<file path="config.mk">
export PLATFORM = sky130hd
export DESIGN_NAME = instr_fetch
export DESIGN_NICKNAME = d
export VERILOG_FILES = /design/src/rtl/fetch_pkg.sv /design/src/rtl/instr_fetch.sv
export SDC_FILE = /design/constraint.sdc
export NUM_CORES = 1
export LEC_CHECK = 0
export ABC_AREA = 0
export CAP_MARGIN = 30
export CORE_AREA = 2 2 106 108
export CTS_BUF_LIST = sky130_fd_sc_hd__clkbuf_4 sky130_fd_sc_hd__clkbuf_8 sky130_fd_sc_hd__clkbuf_16
export CTS_CLUSTER_SIZE = 12
export DETAILED_ROUTE_END_ITERATION = 8
export DIE_AREA = 0 0 108 110
export PLACE_DENSITY_LB_ADDON = 0.3
export SYNTH_ARGS = -nofsm -noshare
export SYNTH_HDL_FRONTEND = slang
export SYNTH_SLANG_ARGS = --single-unit
</file>
<file path="constraint.sdc">
create_clock -name clk -period 2.4 [get_ports clk]
set_input_delay 0.36 -clock clk [delete_from_list [all_inputs] [get_ports clk]]
set_output_delay 0.36 -clock clk [all_outputs]
set_load 0.005 [all_outputs]
</file>
<file path="src/rtl/fetch_pkg.sv">
// Shared types and defaults for the instruction-fetch front end.
package fetch_pkg;

   localparam int DEF_ADDR_W  = 32;
   localparam int DEF_INSTR_W = 32;
   localparam int DEF_TAG_W   = 8;
   localparam int PC_INC      = 4;

   typedef enum logic [1:0] {
      REQ   = 2'd0,
      WAIT  = 2'd1,
      HOLD  = 2'd2,
      DRAIN = 2'd3
   } fetch_state_t;

endpackage

</file>
<file path="src/rtl/instr_fetch.sv">
// Single-outstanding instruction fetcher: requests at PC, pushes {instr, tag}
// into the downstream FIFO, parks a word while the FIFO is full, drains on redirect.
//
// state | meaning
// REQ   | request driven at PC, waiting for grant
// WAIT  | request granted, waiting for response
// HOLD  | response parked in hold register, waiting for FIFO space
// DRAIN | granted request was redirected away, swallow its response
module instr_fetch
   import fetch_pkg::*;
#(
   parameter int unsigned       ADDR_W   = DEF_ADDR_W,
   parameter int unsigned       INSTR_W  = DEF_INSTR_W,
   parameter int unsigned       TAG_W    = DEF_TAG_W,
   parameter logic [ADDR_W-1:0] RESET_PC = '0
) (
   input  logic               clk,
   input  logic               rst,
   input  logic               i_redirect,
   input  logic [ADDR_W-1:0]  i_redirect_pc,
   output logic               o_imem_req,
   output logic [ADDR_W-1:0]  o_imem_addr,
   input  logic               i_imem_gnt,
   input  logic               i_imem_rvalid,
   input  logic [INSTR_W-1:0] i_imem_rdata,
   output logic               o_WrtEn,
   output logic [INSTR_W-1:0] o_data0,
   output logic [TAG_W-1:0]   o_data1,
   input  logic               i_Full
);

   fetch_state_t       state_q, state_d;
   logic [ADDR_W-1:0]  pc_q, pc_d;
   logic [TAG_W-1:0]   seq_q, seq_d;
   logic [INSTR_W-1:0] hold_q, hold_d;
   logic               push;

   always_comb begin
      state_d = state_q;
      pc_d    = pc_q;
      seq_d   = seq_q;
      hold_d  = hold_q;
      push    = 1'b0;
      if (i_redirect) begin
         // Redirect wins over everything; a granted-but-unanswered request must be drained.
         pc_d = i_redirect_pc;
         case (state_q)
            REQ:     state_d = i_imem_gnt ? DRAIN : REQ;
            WAIT:    state_d = i_imem_rvalid ? REQ : DRAIN;
            HOLD:    state_d = REQ;
            DRAIN:   state_d = i_imem_rvalid ? REQ : DRAIN;
            default: state_d = REQ;
         endcase
      end else begin
         case (state_q)
            REQ: begin
               if (i_imem_gnt) state_d = WAIT;
            end
            WAIT: begin
               if (i_imem_rvalid) begin
                  if (i_Full) begin
                     hold_d  = i_imem_rdata;
                     state_d = HOLD;
                  end else begin
                     push = 1'b1;
                  end
               end
            end
            HOLD: begin
               if (!i_Full) push = 1'b1;
            end
            DRAIN: begin
               if (i_imem_rvalid) state_d = REQ;
            end
            default: state_d = REQ;
         endcase
         if (push) begin
            pc_d    = pc_q + ADDR_W'(PC_INC);
            seq_d   = seq_q + TAG_W'(1);
            state_d = REQ;
         end
      end
   end

   always_ff @(posedge clk) begin
      if (rst) begin
         state_q <= REQ;
         pc_q    <= RESET_PC;
         seq_q   <= '0;
         hold_q  <= '0;
      end else begin
         state_q <= state_d;
         pc_q    <= pc_d;
         seq_q   <= seq_d;
         hold_q  <= hold_d;
      end
   end

   // Push must land in the rvalid cycle, so the FIFO strobe is combinational.
   assign o_imem_req  = !rst && (state_q == REQ);
   assign o_imem_addr = rst ? RESET_PC : pc_q;
   assign o_WrtEn     = !rst && push;
   assign o_data0     = o_WrtEn ? ((state_q == HOLD) ? hold_q : i_imem_rdata) : '0;
   assign o_data1     = o_WrtEn ? seq_q : '0;

endmodule

</file>
Yosys cells after proc, flatten, opt, wreduce, memory -nomap -nowiden
Index checks and enable logic that the tools add are counted.
{ "word_totals": {"regBits": 74, "latch_bits": 0, "ramBits": 0, "romBits": 0, "inputBits": 70, "output_inout_bits": 74, "word_cells": 45, "mem_count": 0} }
{ "op_classes": {"n_addsub": 2, "n_mul": 0, "n_div": 0, "n_lt_le_gt_ge": 0, "eq_ne": 7, "shift": 0, "n_mux": 21, "bitwise": 1, "reduce_logical": 10} }
{ "op_table": {"columns": ["operator", "count"], "rows": [
  ["32-bit 2-to-1 mux", 5],
  ["32-bit by 3-bit adder with 32-bit output, second input constant", 1],
  ["2-bit 2-to-1 mux", 8],
  ["4-bit inequality test, second input constant", 3],
  ["2-bit case mux with 3 select lines", 2],
  ["8-bit by 1-bit adder with 8-bit output, second input constant", 1],
  ["8-bit 2-to-1 mux", 1],
  ["5-bit AND reduction", 1],
  ["5-bit nonzero test", 1],
  ["2-bit == test, second input constant", 2],
  ["1-bit 2-to-1 mux", 4],
  ["4-bit by 3-bit inequality test with 1-bit output, second input constant", 1],
  ["4-bit AND reduction", 1],
  ["2-bit by 1-bit == test with 1-bit output, second input constant", 1],
  ["1-bit logical AND", 2],
  ["2-bit logical NOT", 1],
  ["1-bit case mux with 2 select lines", 1],
  ["2-bit AND reduction", 1],
  ["2-bit nonzero test", 1],
  ["2-bit OR reduction", 1],
  ["1-bit logical NOT", 1],
  ["1-bit inverter", 1]
]} }

Logic depth before layout (Yosys ltp)
{ "depth": {"word_depth": 7, "depth_mapped": 10, "ltp_nobuf": 8} }

Worst setup path after synthesis
OpenSTA, ideal clock, no wires.
{ "synth_timing": {"path_type": "reg2out", "from": "register state_q[0]", "to": "output o_data1[0]", "t_arrival_ps": 2007, "required_ps": 2040, "slack_ps": 33, "stages_incl_launch_ff": 9, "n_path_buf": 1, "cell_sequence": "dfxtp_1 > inv_1 > ha_1 > nand2b_1 > nor3_1 > nand2_1 > inv_1 > buf_2 > and2_1"} }
{ "synth_via": {"elab_chain_cells": 6, "word_cells_on_any_way": 7, "classes_between": "2 x eq/ne; 4 x mux; 1 x reduce/logical"} }
{ "synth_lines": {"columns": ["item", "line_no", "text"], "rows": [
  ["start, declared", "instr_fetch.sv:32", "fetch_state_t state_q, state_d;"],
  ["start signal, assigned", "instr_fetch.sv:92", "state_q <= state_d;"],
  ["2-bit == test / 2-bit by 1-bit == test with 1-bit output (equally long branches)", "instr_fetch.sv:55", "case (state_q)"],
  ["1-bit case mux with 2 select lines (*)", "instr_fetch.sv:55", null],
  ["1-bit 2-to-1 mux (*) (2 in a row)", "instr_fetch.sv:44", "if (i_redirect) begin"],
  ["1-bit logical AND (*)", "instr_fetch.sv:102", "assign o_WrtEn = !rst && push;"],
  ["named net o_WrtEn", "instr_fetch.sv:26", "output logic o_WrtEn,"],
  ["8-bit 2-to-1 mux (*)", "instr_fetch.sv:104", "assign o_data1 = o_WrtEn ? seq_q : '0;"],
  ["end, declared", "instr_fetch.sv:28", "output logic [TAG_W-1:0] o_data1,"]
]} }
Mark *: on every way through the listed nets, which the timed path passes. The rest lies on a longest branch. The select of a mux whose other input is x is not followed.

Worst setup path after layout
{ "layout_timing": {"from": "register state_q[1]", "to": "output o_data0[0]"} }
{ "layout_via": {"elab_chain_cells": 6, "word_cells_on_any_way": 8, "classes_between": "2 x eq/ne; 5 x mux; 1 x reduce/logical"} }
{ "layout_lines": {"columns": ["item", "line_no", "text"], "rows": [
  ["2-bit == test / 2-bit by 1-bit == test with 1-bit output (equally long branches)", "instr_fetch.sv:55, instr_fetch.sv:103", null],
  ["1-bit case mux with 2 select lines", "instr_fetch.sv:55", null],
  ["1-bit 2-to-1 mux (2 in a row)", "instr_fetch.sv:44", null],
  ["1-bit logical AND", "instr_fetch.sv:102", null],
  ["32-bit 2-to-1 mux (*)", "instr_fetch.sv:103", "assign o_data0 = o_WrtEn ? ((state_q == HOLD) ? hold_q : i_imem_rdata) : '0;"],
  ["end, declared", "instr_fetch.sv:27", "output logic [INSTR_W-1:0] o_data0,"]
]} }
Every way passes the cells marked *; elsewhere a longest branch is shown, timed or not. The select of a mux whose other input is x is not followed.

==> reports/metrics.cfg <==
[yosys]
synth_seq_cells = 74
synth_compound_area_frac = 0.167
ys_seq_area_frac = 0.337
syn_inst = 568
synthAdderAreaFrac = 0.0256
async_flop_share = 0
synth_area_um2 = 4390
synthSimpleGateAreaFrac = 0.314
synthXorXnorAreaFrac = 0.0219
synth_nets = 647
yosysUniqueCellTypes = 56
synth_mux_area_frac = 0.0849
synth_top_family_by_area = simple AND/OR/NAND/NOR gates
synth_edf_count = 0
synth_ff_type = dfxtp_1
synth_warnings = 0
syn_area_per_cell_um2 = 7.74

[pwr]
p_clk_frac = 0.296
intPower_mw = 2.36
power_frac_comb = 0.308
vdd_drop_max_uv = 345
power_frac_seq = 0.396
power.switching_mw = 1.07
cellLeakagePower_nw = 2.43
powerDensity_nw_per_um2 = 528
p_sw_frac = 0.312
power_mw = 3.43

[placed_design]
gp_congestion = 0.863
place_area_um2 = 6140
dp_cells = 848
pre_cts_slack_ns = -0.274
io_buffers = 143
place_hpwl_mm = 9.69

[timing]
layout_setup_ws_ns = 0.0801
maxSlewHeadroom = 0.676
tightest_slew_ns = 0.481
fmax_ghz = 0.431
setup_viol = 0
hold_violations = 0
fin_skew_ns = 0.0121
rsz0062_at_grt = yes
timing.final.crit_share = 0.967
holdWs_ns = 0.457
min_period_ns = 2.32
finalMaxSlewViolations = 0

[setup_path]
regToRegSetupSlack_ns = 0.19
worstPathCellList = inv_2, buf_6, ha_4, a21oi_4, nor3_4, nand2_4, buf_4, buf_6, nor2_4, buf_2
cp-end-kind = output pin
start_kind = flip-flop
crit_family = buffers and inverters
critPathBufInv = 5
path_class = flip-flop to output pin
crit_fanout = 6
slowest_stage = dfxtp_2
cp_slowest_stage_delay_ns = 0.33
cp.arrival_ns = 1.96
cp_common_cell = buf_6
worst_ep_required_time_ns = 2.04

[grt]
grt_pass1_wl_mm = 21.6
antenna_found_initial = 0
grt_pass1_vias = 4551
grt_max_degree = 105
track_usage = 0.225
gr-total-overflow = 0

[floorplanning]
die_area_um2 = 11900
chipWidth_um = 108
start_util = 0.411
boundaryPins = 144
die_height_um = 110
rows = 38
core_area_um2 = 10700

[final_layout]
num_antenna_cells = 0
fin_cells = 874
drive_gt1_frac = 0.177
design_area_um2 = 6500
syn_to_final_growth_pct = 47.9
nets = 808
n_fill_cell = 960

[detailed_routing]
via_per_inst = 5.47
post_drt_wl_per_cell_um = 15.7
ant_nets = 0
drtIter0Drc = 253
wl_mm = 13.7
vias = 4777
drcViolationCount = 0
drt-pass1-iter-count = 5

[clocking]
cts-hold-fix-buffers = 0
clk_pin_slew_ns = 0.07
cts-root-buf = clkbuf_8
cts.sink_count = 74
cts_buffers = 9
cts_tree = yes
clock_path_buffers = 2
worstSkewPairLatency_ns = 0.36
htree_levels = 3

[worst_hold_path]
hold_class = flip-flop to flip-flop

[status]
status = finished, final reports clean

[run]
cap_violations = 0

[kinds of logic after synthesis]
family                   Yosys count
XOR/XNOR                          11
AND/OR/NAND/NOR                  275
AO/OA/AOI/OAI                    106
buffers and inverters             56
flip-flops                        74
multiplexers                      37
adder cells (fa/ha/maj)            9
[placed cells by master, fill, tap and decap left out, types with 13 or more instances in the layout]
| cell | synthesis | layout |
|---|---|---|
| nand2_1 | 81 | 80 |
| a211oi_1 | 15 | 15 |
| clkdlybuf4s50_1 | 0 | 101 |
| nor2b_1 | 33 | 33 |
| mux2i_1 | 35 | 35 |
| dfxtp_1 | 74 | 72 |
| nand4_1 | 19 | 19 |
| buf_4 | 0 | 38 |
| dlygate4sd2_1 | 0 | 13 |
| buf_2 | 2 | 25 |
| nor2_1 | 69 | 50 |
| a21oi_1 | 36 | 35 |
[registers in the layout, summed over array words and instances, names as in the netlist]
register	flops
hold_q	32
seq_q	8
state_q	2
pc_q	32
[worst reg2reg max path, delay by kind of cell, from the launching register on]
family / cells / cell delay, ns
fa+ha+maj: 1 / 0.29
flops: 1 / 0.34
simple gates: 3 / 0.83
compound gates: 1 / 0.31
buf+inv: 3 / 0.36
[path summary, 6_finish.rpt]
kind                            cells past startpoint    endpoint  startpoint
worst max register to register                      8    pc_q[27]  state_q[0]
worst min register to register                      2   hold_q[8]   hold_q[8]
worst min-delay path                                2   hold_q[8]   hold_q[8]
worst max-delay path                               10  o_data0[0]  state_q[1]
[power groups by stage]
| stage | Clock, mW | Sequential [mW] | Combinational (mW) |
|---|---|---|---|
| 3_5_place_dp | 0 | 1.38 | 0.935 |
| 5_1_grt | 1.08 | 1.37 | 1.14 |
| 6_report | 1.02 | 1.36 | 1.06 |
| 2_1_floorplan | 0 | 1.37 | 0.507 |
| 4_1_cts | 1.03 | 1.35 | 1.00 |
| 3_3_place_gp | 0 | 1.38 | 0.914 |
[layout make-up]
class / instances / area [um2] / share of cell area
flip-flops and latches: 74 / 1480 / 0.228
well taps: 140 / 175 / 0.0269
clock inverters: 5 / 52.6 / 0.00808
inverters: 16 / 65.1 / 0.0100
multi-input cells: 438 / 2860 / 0.439
clock buffers: 11 / 151 / 0.0233
repair buffers: 190 / 1720 / 0.264
[cell usage after synthesis (3+ instances only)]
cell | count | area share
a22oi_1 | 3 | 0.0051
xnor2_1 | 5 | 0.010
nor2_1 | 69 | 0.059
clkbuf_1 | 30 | 0.026
and2_1 | 10 | 0.014
dfxtp_1 | 74 | 0.34
xor2_1 | 6 | 0.012
inv_1 | 15 | 0.013
a31o_2 | 3 | 0.0060
o31ai_1 | 12 | 0.021
or3_1 | 4 | 0.0057
nand2b_1 | 4 | 0.0057
nand4_1 | 19 | 0.027
and4_1 | 7 | 0.014
nor3_1 | 6 | 0.0068
nand3_1 | 11 | 0.013
a21oi_1 | 36 | 0.041
o21ai_0 | 3 | 0.0034
a31oi_1 | 3 | 0.0043
ha_1 | 9 | 0.026
nor2b_1 | 33 | 0.047
a211oi_1 | 15 | 0.026
mux2i_1 | 35 | 0.080
a311oi_1 | 11 | 0.022
nand2_1 | 81 | 0.069
nor4_1 | 7 | 0.010
buf_1 | 7 | 0.0060
or4_1 | 11 | 0.019
and3_1 | 4 | 0.0057
[per-layer routing]
layer / up-vias / track usage / routed length, um
li1: 2357 / - / -
met5: - / 0 / 0
met3: 27 / 0.0417 / 828
met4: 0 / 0.0806 / 292
met1: 2225 / 0.282 / 5960
met2: 168 / 0.386 / 6670
[what timing repair did]
| action | CTS | global route |
|---|---|---|
| gates resized for setup | 139 | 39 |
| gates cloned | 3 | 0 |
| pin swaps | 4 | 4 |
| buffers inserted | 7 | 2 |
| endpoints found under the setup margin | 41 | 34 |
[stage by stage]
stage,setup TNS (ns),utilization
after floorplan,0,-
after global placement,-7.31,0.574
after detailed placement,-9.34,0.574
after CTS,-0.368,0.604
after global routing,-0.00929,0.608
final,0,0.608
(Power assumes the default switching activity.)
